[src/rtl/cpu_trace_pkg.sv]
// Shared types and sizing helpers for the CPU trace capture unit.
// Optional timestamp field controlled by TRACE_TIMESTAMP_EN.
package cpu_trace_pkg;

  localparam int TS_W       = 16;
  localparam int CPU_DATA_W = 19;

`ifdef TRACE_TIMESTAMP_EN
  localparam int TS_EN = 1;
`else
  localparam int TS_EN = 0;
`endif

  typedef enum logic [1:0] {
    IDLE  = 2'd0,
    ARMED = 2'd1,
    POST  = 2'd2,
    DONE  = 2'd3
  } trace_state_e;

  function automatic int entry_width(input int data_w);
    return 3 * data_w + TS_EN * TS_W;
  endfunction

  function automatic int ptr_width(input int depth);
    return $clog2(depth);
  endfunction

  localparam int ENTRY_W = entry_width(CPU_DATA_W);

  typedef struct packed {
`ifdef TRACE_TIMESTAMP_EN
    logic [TS_W-1:0]       ts;
`endif
    logic [CPU_DATA_W-1:0] pc;
    logic [CPU_DATA_W-1:0] instr;
    logic [CPU_DATA_W-1:0] result;
  } trace_entry_t;

endpackage

[src/rtl/trace_ram.sv]
// Simple dual-port synchronous RAM: one write port, one read port,
// registered read data (1-cycle latency, holds when i_re is low).
module trace_ram #(
  parameter int WIDTH = 57,
  parameter int DEPTH = 16,
  parameter int AW    = $clog2(DEPTH)
) (
  input  logic             i_clk,
  input  logic             i_we,
  input  logic [AW-1:0]    i_waddr,
  input  logic [WIDTH-1:0] i_wdata,
  input  logic             i_re,
  input  logic [AW-1:0]    i_raddr,
  output logic [WIDTH-1:0] o_rdata
);

  logic [WIDTH-1:0] r_mem [DEPTH];
  logic [WIDTH-1:0] r_rdata;

  always_ff @(posedge i_clk) begin
    if (i_we) r_mem[i_waddr] <= i_wdata;
    if (i_re) r_rdata <= r_mem[i_raddr];
  end

  assign o_rdata = r_rdata;

endmodule

[src/rtl/cpu_trace_buffer.sv]
// Trigger-qualified circular trace capture of retired instructions with valid/ready drain.
// Define TRACE_TIMESTAMP_EN to store a free-running 16-bit cycle stamp per entry (o_rd_ts).
module cpu_trace_buffer
  import cpu_trace_pkg::*;
#(
  parameter int DATA_W    = 19,
  parameter int OPC_W     = 4,
  parameter int DEPTH     = 16,
  parameter int POST_TRIG = 8
) (
  input  logic                    i_clk,
  input  logic                    i_reset,
  input  logic                    i_arm,
  input  logic                    i_clear,
  input  logic [OPC_W-1:0]        i_trig_opcode,
  input  logic                    i_cap_valid,
  input  logic [OPC_W-1:0]        i_cap_opcode,
  input  logic [DATA_W-1:0]       i_cap_pc,
  input  logic [DATA_W-1:0]       i_cap_instr,
  input  logic [DATA_W-1:0]       i_cap_result,
  input  logic                    i_rd_ready,
  output logic                    o_rd_valid,
  output logic [DATA_W-1:0]       o_rd_pc,
  output logic [DATA_W-1:0]       o_rd_instr,
  output logic [DATA_W-1:0]       o_rd_result,
`ifdef TRACE_TIMESTAMP_EN
  output logic [TS_W-1:0]         o_rd_ts,
`endif
  output logic                    o_rd_last,
  output logic                    o_armed,
  output logic                    o_triggered,
  output logic                    o_done,
  output logic [$clog2(DEPTH):0]  o_fill_count
);

  localparam int PTR_W  = ptr_width(DEPTH);
  localparam int FILL_W = PTR_W + 1;
  localparam int ENT_W  = entry_width(DATA_W);
  localparam logic [FILL_W-1:0] FULL      = FILL_W'(DEPTH);
  localparam logic [FILL_W-1:0] POST_INIT = FILL_W'(POST_TRIG);

  if (POST_TRIG < 0 || POST_TRIG >= DEPTH) begin : g_bad_post_trig
    $error("cpu_trace_buffer: POST_TRIG must be in [0, DEPTH)");
  end
  if (DEPTH < 4 || (DEPTH & (DEPTH - 1)) != 0) begin : g_bad_depth
    $error("cpu_trace_buffer: DEPTH must be a power of two >= 4");
  end

  typedef struct packed {
`ifdef TRACE_TIMESTAMP_EN
    logic [TS_W-1:0]   ts;
`endif
    logic [DATA_W-1:0] pc;
    logic [DATA_W-1:0] instr;
    logic [DATA_W-1:0] result;
  } entry_t;

  trace_state_e      r_state;
  logic [PTR_W-1:0]  r_wptr;
  logic [PTR_W-1:0]  r_rptr;
  logic [FILL_W-1:0] r_fill;
  logic [FILL_W-1:0] r_post;
  logic [FILL_W-1:0] r_pend;
  logic              r_rd_valid;

  entry_t            w_wr_entry;
  entry_t            w_rd_entry;
  logic [ENT_W-1:0]  w_rd_data;
  logic              w_we;
  logic              w_match;
  logic              w_xfer;
  logic              w_load;
  logic [PTR_W-1:0]  w_wptr_nxt;
  logic [FILL_W-1:0] w_fill_nxt;
  logic [PTR_W-1:0]  w_rptr_start;

`ifdef TRACE_TIMESTAMP_EN
  logic [TS_W-1:0]   r_ts;

  always_ff @(posedge i_clk) begin
    if (i_reset) r_ts <= '0;
    else         r_ts <= r_ts + 1'b1;
  end

  assign w_wr_entry.ts = r_ts;
  assign o_rd_ts       = r_rd_valid ? w_rd_entry.ts : '0;
`endif

  assign w_wr_entry.pc     = i_cap_pc;
  assign w_wr_entry.instr  = i_cap_instr;
  assign w_wr_entry.result = i_cap_result;

  assign w_we       = i_cap_valid && !i_clear && !i_reset && (r_state == ARMED || r_state == POST);
  assign w_match    = (i_cap_opcode == i_trig_opcode);
  assign w_wptr_nxt = r_wptr + 1'b1;
  assign w_fill_nxt = (r_fill == FULL) ? FULL : r_fill + 1'b1;
  // Once the buffer has wrapped, the oldest surviving entry sits at the next write slot.
  assign w_rptr_start = (w_fill_nxt == FULL) ? w_wptr_nxt : '0;

  // Prefetch: refill the output register whenever it is empty or being consumed.
  assign w_xfer = r_rd_valid && i_rd_ready;
  assign w_load = (r_state == DONE) && (r_pend != '0) && (!r_rd_valid || i_rd_ready);

  trace_ram #(.WIDTH(ENT_W), .DEPTH(DEPTH), .AW(PTR_W)) u_ram (
    .i_clk   (i_clk),
    .i_we    (w_we),
    .i_waddr (r_wptr),
    .i_wdata (w_wr_entry),
    .i_re    (w_load),
    .i_raddr (r_rptr),
    .o_rdata (w_rd_data)
  );

  assign w_rd_entry = entry_t'(w_rd_data);

  always_ff @(posedge i_clk) begin
    if (i_reset) begin
      r_state    <= IDLE;
      r_wptr     <= '0;
      r_rptr     <= '0;
      r_fill     <= '0;
      r_post     <= '0;
      r_pend     <= '0;
      r_rd_valid <= 1'b0;
    end else if (i_clear) begin
      r_state    <= IDLE;
      r_fill     <= '0;
      r_post     <= '0;
      r_pend     <= '0;
      r_rd_valid <= 1'b0;
    end else begin
      case (r_state)
        IDLE: begin
          if (i_arm) begin
            r_state <= ARMED;
            r_wptr  <= '0;
            r_fill  <= '0;
          end
        end
        ARMED: begin
          if (i_cap_valid) begin
            r_wptr <= w_wptr_nxt;
            r_fill <= w_fill_nxt;
            if (w_match) begin
              if (POST_TRIG == 0) begin
                r_state <= DONE;
                r_pend  <= w_fill_nxt;
                r_rptr  <= w_rptr_start;
              end else begin
                r_state <= POST;
                r_post  <= POST_INIT;
              end
            end
          end
        end
        POST: begin
          if (i_cap_valid) begin
            r_wptr <= w_wptr_nxt;
            r_fill <= w_fill_nxt;
            r_post <= r_post - 1'b1;
            if (r_post == FILL_W'(1)) begin
              r_state <= DONE;
              r_pend  <= w_fill_nxt;
              r_rptr  <= w_rptr_start;
            end
          end
        end
        DONE: begin
          if (i_arm) begin
            r_state    <= ARMED;
            r_wptr     <= '0;
            r_fill     <= '0;
            r_pend     <= '0;
            r_rd_valid <= 1'b0;
          end else begin
            if (w_load) begin
              r_rptr     <= r_rptr + 1'b1;
              r_pend     <= r_pend - 1'b1;
              r_rd_valid <= 1'b1;
            end else if (w_xfer) begin
              r_rd_valid <= 1'b0;
            end
            if (w_xfer) begin
              r_fill <= r_fill - 1'b1;
              if (r_fill == FILL_W'(1)) r_state <= IDLE;
            end
          end
        end
        default: r_state <= IDLE;
      endcase
    end
  end

  assign o_rd_valid   = r_rd_valid;
  assign o_rd_pc      = r_rd_valid ? w_rd_entry.pc : '0;
  assign o_rd_instr   = r_rd_valid ? w_rd_entry.instr : '0;
  assign o_rd_result  = r_rd_valid ? w_rd_entry.result : '0;
  assign o_rd_last    = r_rd_valid && (r_fill == FILL_W'(1));
  assign o_armed      = (r_state == ARMED) || (r_state == POST);
  assign o_triggered  = (r_state == POST) || (r_state == DONE);
  assign o_done       = (r_state == DONE);
  assign o_fill_count = r_fill;

endmodule
[config.mk]
export PLATFORM = sky130hd
export DESIGN_NAME = cpu_trace_buffer
export DESIGN_NICKNAME = d
export VERILOG_FILES = /design/src/rtl/cpu_trace_pkg.sv /design/src/rtl/trace_ram.sv /design/src/rtl/cpu_trace_buffer.sv
export SDC_FILE = /design/constraint.sdc
export NUM_CORES = 1
export LEC_CHECK = 0
export BUFFER_PORTS_ARGS = -buffer_cell sky130_fd_sc_hd__buf_2
export CORE_MARGIN = 4
export CORE_UTILIZATION = 60
export DETAILED_ROUTE_END_ITERATION = 12
export PLACE_DENSITY_LB_ADDON = 0.08
export RECOVER_POWER = 25
export REMOVE_ABC_BUFFERS = 1
export SYNTH_ARGS = -nofsm -noshare
export SYNTH_HDL_FRONTEND = slang
export SYNTH_SLANG_ARGS = --single-unit
[constraint.sdc]
create_clock -name i_clk -period 9.7 [get_ports i_clk]
set_input_delay 1.94 -clock i_clk [delete_from_list [all_inputs] [get_ports i_clk]]
set_output_delay 1.94 -clock i_clk [all_outputs]
set_load 0.01 [all_outputs]
==> impl_metrics.env, run 1 <==
export IMPL_outcome="finished clean"
export IMPL_path_clk_slew_ns=0.06
export IMPL_tritoncts="done"
export IMPL_syn2layout_area_growth_pct=12.6
export IMPL_async_reset_ff_frac=0
export IMPL_fin_crit_ns=4.45
export IMPL_cts_resized_gates=0
export IMPL_crit_slowest_cell="buf_4"
export IMPL_synth_top_cells_by_area="edfxtp_1 (76%), mux4_2 (17%), dfxtp_1 (1.4%)"
export IMPL_fin_crit_sh=0.459
export IMPL_num_rows=92
export IMPL_cp_required_ns=9.95
export IMPL_crit_path_max_fanout=48
export IMPL_cts_sinks=995
export IMPL_synth_top_cell_area_share=0.761
export IMPL_yosys_register_bits=995
export IMPL_coreArea_sq_um=63100
export IMPL_hold_slack_ns=0.476
export IMPL_gp_congestion=0.760
export IMPL_netlist_area_sq_um=38200
export IMPL_die_area_sq_um=67800
export IMPL_fin_util=0.682
export IMPL_drt_first_iter_violations=1786
export IMPL_die_x_um=260
export IMPL_grtUsageTotal=0.231
export IMPL_hpwlAfterDp_mm=37.9
export IMPL_hp_class="flop to flop"
export IMPL_post_cts_buffers=0
export IMPL_wl_mm=76.3
export IMPL_clk_latency_ns=0.64
export IMPL_drtAntennaViolNets=0
export IMPL_final_max_slew_violation_count=0
export IMPL_dr_pass1_iters=5
export IMPL_ys_types=58
export IMPL_finalNetCount=1911
export IMPL_fmax_ghz=0.225
export IMPL_drive_above_1_share=0.301
export IMPL_crit_type="input pin to flop"
export IMPL_start_util=0.606
export IMPL_drc=0
export IMPL_grt_pass1_wl_mm=115
export IMPL_nFillCells=3990
export IMPL_wl_per_cell_um=27.7
export IMPL_end_kind="flop"
export IMPL_grt_overflow=0
export IMPL_peakVddDrop_mv=0.144
export IMPL_num_vias=17200
export IMPL_worstSetupStartpointType="input pin"
export IMPL_setup_viol=0
export IMPL_clock_root_buffer="clkbuf_16"
export IMPL_synth_edf_count=969
export IMPL_h_tree_depth=3
export IMPL_hold_path_depth=2
export IMPL_hold_viol=0
export IMPL_io_buffers=137
export IMPL_synth_seq_area_share=0.775
export IMPL_first_global_vias=18100
export IMPL_antenna_found_initial=6
export IMPL_holdBufCountCts=0
export IMPL_synth_warning_count=0
export IMPL_slew_headroom=0.231
export IMPL_ys_flop_type="edfxtp_1"
export IMPL_finalClockSkew_ns=0.0195
export IMPL_tightest_slew_ns=1.15
export IMPL_grt_max_degree=117
export IMPL_die_h_um=260
export IMPL_clock_path_buffers=3
export IMPL_p_per_area_nw_per_um2=199
export IMPL_rsz0062_at_grt="false"
export IMPL_reg2reg_depth=4
export IMPL_avgSynthCellArea_sq_um=23.2
export IMPL_power_leakage_uw=0.0133
export IMPL_viasPerCell=6.27
export IMPL_yosys_area_top_type="edfxtp_1"
export IMPL_cpPeakStageDelay_ns=0.80
export IMPL_cts_buffers_inserted=97
export IMPL_arrival_ns=4.70
export IMPL_syn_inst=1645
export IMPL_boundaryPins=138
export IMPL_worstPathCellList="buf_2 -> or2_2 -> nor2_1 -> nand2_1 -> nor3_2 -> buf_4"
export IMPL_drv_cap=0
registers in the layout (all words and copies together) (netlist names):
| name | cells |
|---|---|
| o_fill_count | 5 |
| o_rd_valid | 1 |
| r_pend | 5 |
| r_post | 5 |
| r_rptr | 4 |
| r_state | 2 |
| r_wptr | 4 |
| u_ram.o_rdata | 57 |
| u_ram.r_mem | 912 |
per-stage QoR:
step | instances | instance area (sq um) | power (uW) | TNS [ns] | worst slack [ns]
6_report | 2750 | 43000 | 8560 | 0 | 5.25
5_1_grt | 2747 | 43000 | 8830 | 0 | 5.12
3_5_place_dp | 2570 | 39900 | 4910 | 0 | 4.64
4_1_cts | 2747 | 43100 | 8630 | 0 | 5.27
3_3_place_gp | 2570 | 39900 | 4900 | 0 | 4.64
2_1_floorplan | 1559 | 37800 | 4840 | -63.86 | -1.08
where the power goes:
part | switching, uW | internal, uW | total [uW]
logic | 73.5 | 25.0 | 98.5
clock network | 1510 | 2240 | 3740
registers | 2.15 | 4710 | 4710
total | 1580 | 6980 | 8560
metal layers:
| metal | vias up | share of wire | track usage | wire, um |
|---|---|---|---|---|
| met5 | - | 0.00045 | 0 | 34 |
| met4 | 4 | 0.020 | 0.0628 | 1520 |
| met3 | 97 | 0.065 | 0.0390 | 4980 |
| met2 | 592 | 0.50 | 0.370 | 37800 |
| met1 | 9219 | 0.42 | 0.340 | 31900 |
| li1 | 7332 | - | - | - |
kinds of logic after synthesis:
group / after synthesis / share of synthesized area
adder cells (fa/ha/maj): 17 / 0.00556
XOR/XNOR: 11 / 0.00252
AO/OA/AOI/OAI: 66 / 0.0118
flip-flops: 995 / 0.775
buffers and inverters: 101 / 0.0127
multiplexers: 288 / 0.169
AND/OR/NAND/NOR: 167 / 0.0241
cell type report:
class	count	area [sq um]	area share
repair buffers	165	860	0.0200
clock buffers	122	2610	0.0605
well taps	846	1060	0.0246
diodes	3	7.51	0.000174
clock inverters	55	578	0.0134
flip-flops and latches	995	29600	0.688
inverters	15	58.8	0.00137
multi-input cells	549	8250	0.192
worst paths after layout:
kind	start	slack, ns	to
min reg2reg	r_post[1]$_SDFFE_PP0P_	0.48	r_post[1]$_SDFFE_PP0P_
min	r_post[1]$_SDFFE_PP0P_	0.48	r_post[1]$_SDFFE_PP0P_
max reg2reg	r_rptr[0]$_SDFFE_PP0P_	5.91	u_ram.o_rdata[1]$_DFFE_PP_
max	i_clear	5.25	u_ram.r_mem[0][7]$_DFFE_PP_
synth_stat cells (3+ instances only):
library cell,count
a211oi_1,4
a21oi_1,17
a22oi_1,5
a31oi_1,4
and2_1,58
buf_1,10
buf_2,10
buf_4,19
buf_6,3
clkbuf_1,44
dfxtp_1,26
edfxtp_1,969
ha_1,17
inv_1,15
mux4_2,285
nand2_1,24
nand2b_1,8
nand3_1,5
nand3b_1,5
nor2_1,32
nor2b_1,3
nor3_1,13
o21ai_0,10
o32ai_1,3
or3_1,3
xnor2_1,3
xor2_1,8
critical path, delay by kind of cell:
family / cells / cell delay [ns]
and+or+nand+nor: 4 / 1.76
buffers and inverters: 2 / 0.95
placed cells by master, fill, tap and decap left out, drive strengths merged, types with 8 or more instances in the layout:
| cell type | instances |
|---|---|
| nor3 | 13 |
| and2 | 58 |
| mux4 | 285 |
| nor2 | 32 |
| xor2 | 8 |
| dfxtp | 26 |
| clkinv | 39 |
| nand2 | 24 |
| nand2b | 8 |
| edfxtp | 969 |
| ha | 17 |
| bufinv | 13 |
| o21ai | 10 |
| buf | 126 |
| inv | 18 |
| clkbuf | 161 |
| a21oi | 17 |
Note: power is estimated with default switching activity, not from simulation.
==> run 2: changes to the inputs <==
Settings changed: ABC_AREA from default to 1, CORE_UTILIZATION 60 to 56.
Clock period 9.7 ns to 3.8 ns, I/O delays scaled along.
==> impl_metrics.env, run 2 <==
export IMPL_outcome="finished clean"
export IMPL_worstSetupStartpointType="flop"
export IMPL_gp_congestion=0.846
export IMPL_yosys_area_share_xor_xnor=0.00110
export IMPL_hold_slack_ns=0.380
export IMPL_critPathTopFamily="simple AND/OR/NAND/NOR gates"
export IMPL_slew_headroom=0.263
export IMPL_cp_required_ns=4.13
export IMPL_grt_overflow=0
export IMPL_cts_buffers_inserted=100
export IMPL_peakVddDrop_mv=0.474
export IMPL_grt_max_degree=211
export IMPL_tightest_slew_ns=1.11
export IMPL_grtUsageTotal=0.247
export IMPL_p_per_area_nw_per_um2=490
export IMPL_dr_pass1_iters=6
export IMPL_die_x_um=274
export IMPL_power_uw=21800
export IMPL_clock_root_buffer="clkbuf_16"
export IMPL_intPower_uw=17500
export IMPL_finalSetupTns_ns=0
export IMPL_reg2reg_depth=7
export IMPL_holdBufCountCts=0
export IMPL_synth_top_family_by_area="compound AO/OA/AOI/OAI gates"
export IMPL_ys_types=26
export IMPL_cp_num_cells=7
export IMPL_seq_power_share=0.552
export IMPL_comb_power_share=0.021
export IMPL_synth_warning_count=0
export IMPL_synth_fa_ha_area_frac=0.00536
export IMPL_start_util=0.566
export IMPL_num_rows=97
export IMPL_wl_mm=94.4
export IMPL_fin_util=0.635
export IMPL_ff2ff_setup_slack_ns=0.60
export IMPL_drc=0
export IMPL_synth_top_cells_by_area="edfxtp_1 (73%), nor2_1 (6.5%), o21ai_0 (5.7%)"
export IMPL_fin_crit_sh=0.843
export IMPL_cts_resized_gates=0
export IMPL_layout_commonest_cell="edfxtp_1"
export IMPL_cp_common_cell="inv_1"
export IMPL_clock_path_buffers=3
export IMPL_fmax_ghz=0.312
export IMPL_yosys_register_bits=995
export IMPL_cpPeakStageDelay_ns=0.64
export IMPL_r2r_end="u_ram.r_mem[10][47]$_DFFE_PP_"
export IMPL_syn_inst=3112
export IMPL_finalNetCount=3292
export IMPL_nFillCells=5261
export IMPL_drt_first_iter_violations=2386
export IMPL_finalClockSkew_ns=0.0154
export IMPL_synth_most_common_cell="edfxtp_1"
export IMPL_num_vias=25200
export IMPL_ys_flop_type="edfxtp_1"
export IMPL_crit_buf_inv=3
export IMPL_hpwlAfterDp_mm=47.9
export IMPL_wl_per_cell_um=22.3
export IMPL_largest_reg_flops=912
export IMPL_yosys_area_top_type="edfxtp_1"
export IMPL_fin_crit_ns=3.20
export IMPL_power_leakage_uw=0.0150
export IMPL_synth_seq_area_share=0.746
export IMPL_hold_path_depth=2
export IMPL_die_h_um=274
export IMPL_coreArea_sq_um=70100
export IMPL_power_switching_uw=4350
export IMPL_hold_viol=0
export IMPL_drive_above_1_share=0.0949
export IMPL_clkPwrFrac=0.427
export IMPL_die_area_sq_um=75200
export IMPL_async_reset_ff_frac=0
export IMPL_cts_sinks=995
export IMPL_tritoncts="done"
export IMPL_drtAntennaViolNets=0
export IMPL_endpoint="u_ram.r_mem[10][47]$_DFFE_PP_"
export IMPL_worstPathCellList="inv_1 -> ha_1 -> inv_1 -> nor3_1 -> nand2_1 -> nor2_4 -> buf_12"
export IMPL_final_max_slew_violation_count=0
export IMPL_crit_type="flop to flop"
export IMPL_crit_path_max_fanout=23
export IMPL_max_flop_register="u_ram.r_mem"
export IMPL_h_tree_depth=3
export IMPL_viasPerCell=5.97
export IMPL_setup_viol=0
export IMPL_netlist_area_sq_um=39700
export IMPL_hp_class="input pin to flop"
export IMPL_rsz0062_at_grt="false"
export IMPL_boundaryPins=138
export IMPL_swShare=0.200
export IMPL_arrival_ns=3.53
export IMPL_avgSynthCellArea_sq_um=12.8
export IMPL_r2r_start="r_state[0]$_SDFFE_PP0P_"
export IMPL_post_cts_buffers=0
export IMPL_io_buffers=137
export IMPL_worst_setup_path_startpoint="r_state[0]$_SDFFE_PP0P_"
export IMPL_synth_top_cell_area_share=0.733
export IMPL_synth_common_cells="edfxtp_1 (969), nor2_1 (687), o21ai_0 (449)"
export IMPL_crit_slowest_cell="nor3_1"
export IMPL_drv_cap=0
export IMPL_antenna_found_initial=3
export IMPL_mostFrequentLayoutCells="edfxtp_1 (969), nor2_1 (671), o21ai_0 (449), nand2_1 (221), o211ai_1 (172)"
export IMPL_grt_pass1_wl_mm=143
export IMPL_first_global_vias=24600
export IMPL_path_clk_slew_ns=0.07
export IMPL_clk_latency_ns=0.65
export IMPL_synth_mux_area_frac=0
export IMPL_synth_simple_area_share=0.107
export IMPL_synth_compound_area_frac=0.107
export IMPL_synth_edf_count=969
export IMPL_end_kind="flop"
export IMPL_syn2layout_area_growth_pct=12.2
==> run 2: power by group through the flow <==
stage,Clock (uW),Combinational [uW],Sequential [uW]
3_3_place_gp,0,438,12300
5_1_grt,9950,499,12000
6_report,9310,449,12000
2_1_floorplan,0,184,12300
3_5_place_dp,0,454,12300
4_1_cts,9460,456,12000
==> run 2: logic make-up after synthesis <==
logic type,Yosys count
AO/OA/AOI/OAI,721
AND/OR/NAND/NOR,1069
XOR/XNOR,5
flip-flops,995
buffers and inverters,305
adder cells (fa/ha/maj),17
==> run 2: how the worst min path moves through the flow <==
stage / from / to / slack, ns
2_1_floorplan: r_pend[1]$_SDFFE_PP0P_ / r_pend[1]$_SDFFE_PP0P_ / 0.46
3_3_place_gp: r_pend[4]$_SDFFE_PP0P_ / r_pend[4]$_SDFFE_PP0P_ / 0.47
3_5_place_dp: r_post[3]$_SDFFE_PP0P_ / r_post[3]$_SDFFE_PP0P_ / 0.49
4_1_cts: i_reset / r_wptr[3]$_SDFFE_PP0P_ / 0.33
5_1_grt: i_reset / r_wptr[3]$_SDFFE_PP0P_ / 0.36
6_report: i_reset / r_wptr[3]$_SDFFE_PP0P_ / 0.38
==> run 2: metal layers <==
layer / track usage / vias up / routed length [um]
li1: - / 11500 / -
met3: 0.0331 / 155 / 6690
met4: 0.0654 / 4 / 1950
met5: 0 / - / 26
met1: 0.355 / 12600 / 40500
met2: 0.406 / 939 / 45200
==> run 2: area by class of cell <==
class                           instances  area [sq um]  area share
Multi-Input combinational cell       1812          8860       0.199
Antenna cell                            1          2.50   0.0000562
Clock buffer                          123          2630      0.0591
Timing Repair Buffer                  190          1350      0.0303
Sequential cell                       995         29600       0.666
Tap cell                              940          1180      0.0264
Inverter                              105           414     0.00930
Clock inverter                         62           460      0.0103
==> run 2: through the flow <==
step,std cells,instance area (sq um),worst slack (ns)
final,4228,44500,0.597
after global routing,4227,44500,0.577
after CTS,4227,44600,0.721
after detailed placement,4042,41500,0.498
after global placement,4042,41500,0.497
after floorplan,2912,38800,-9.49
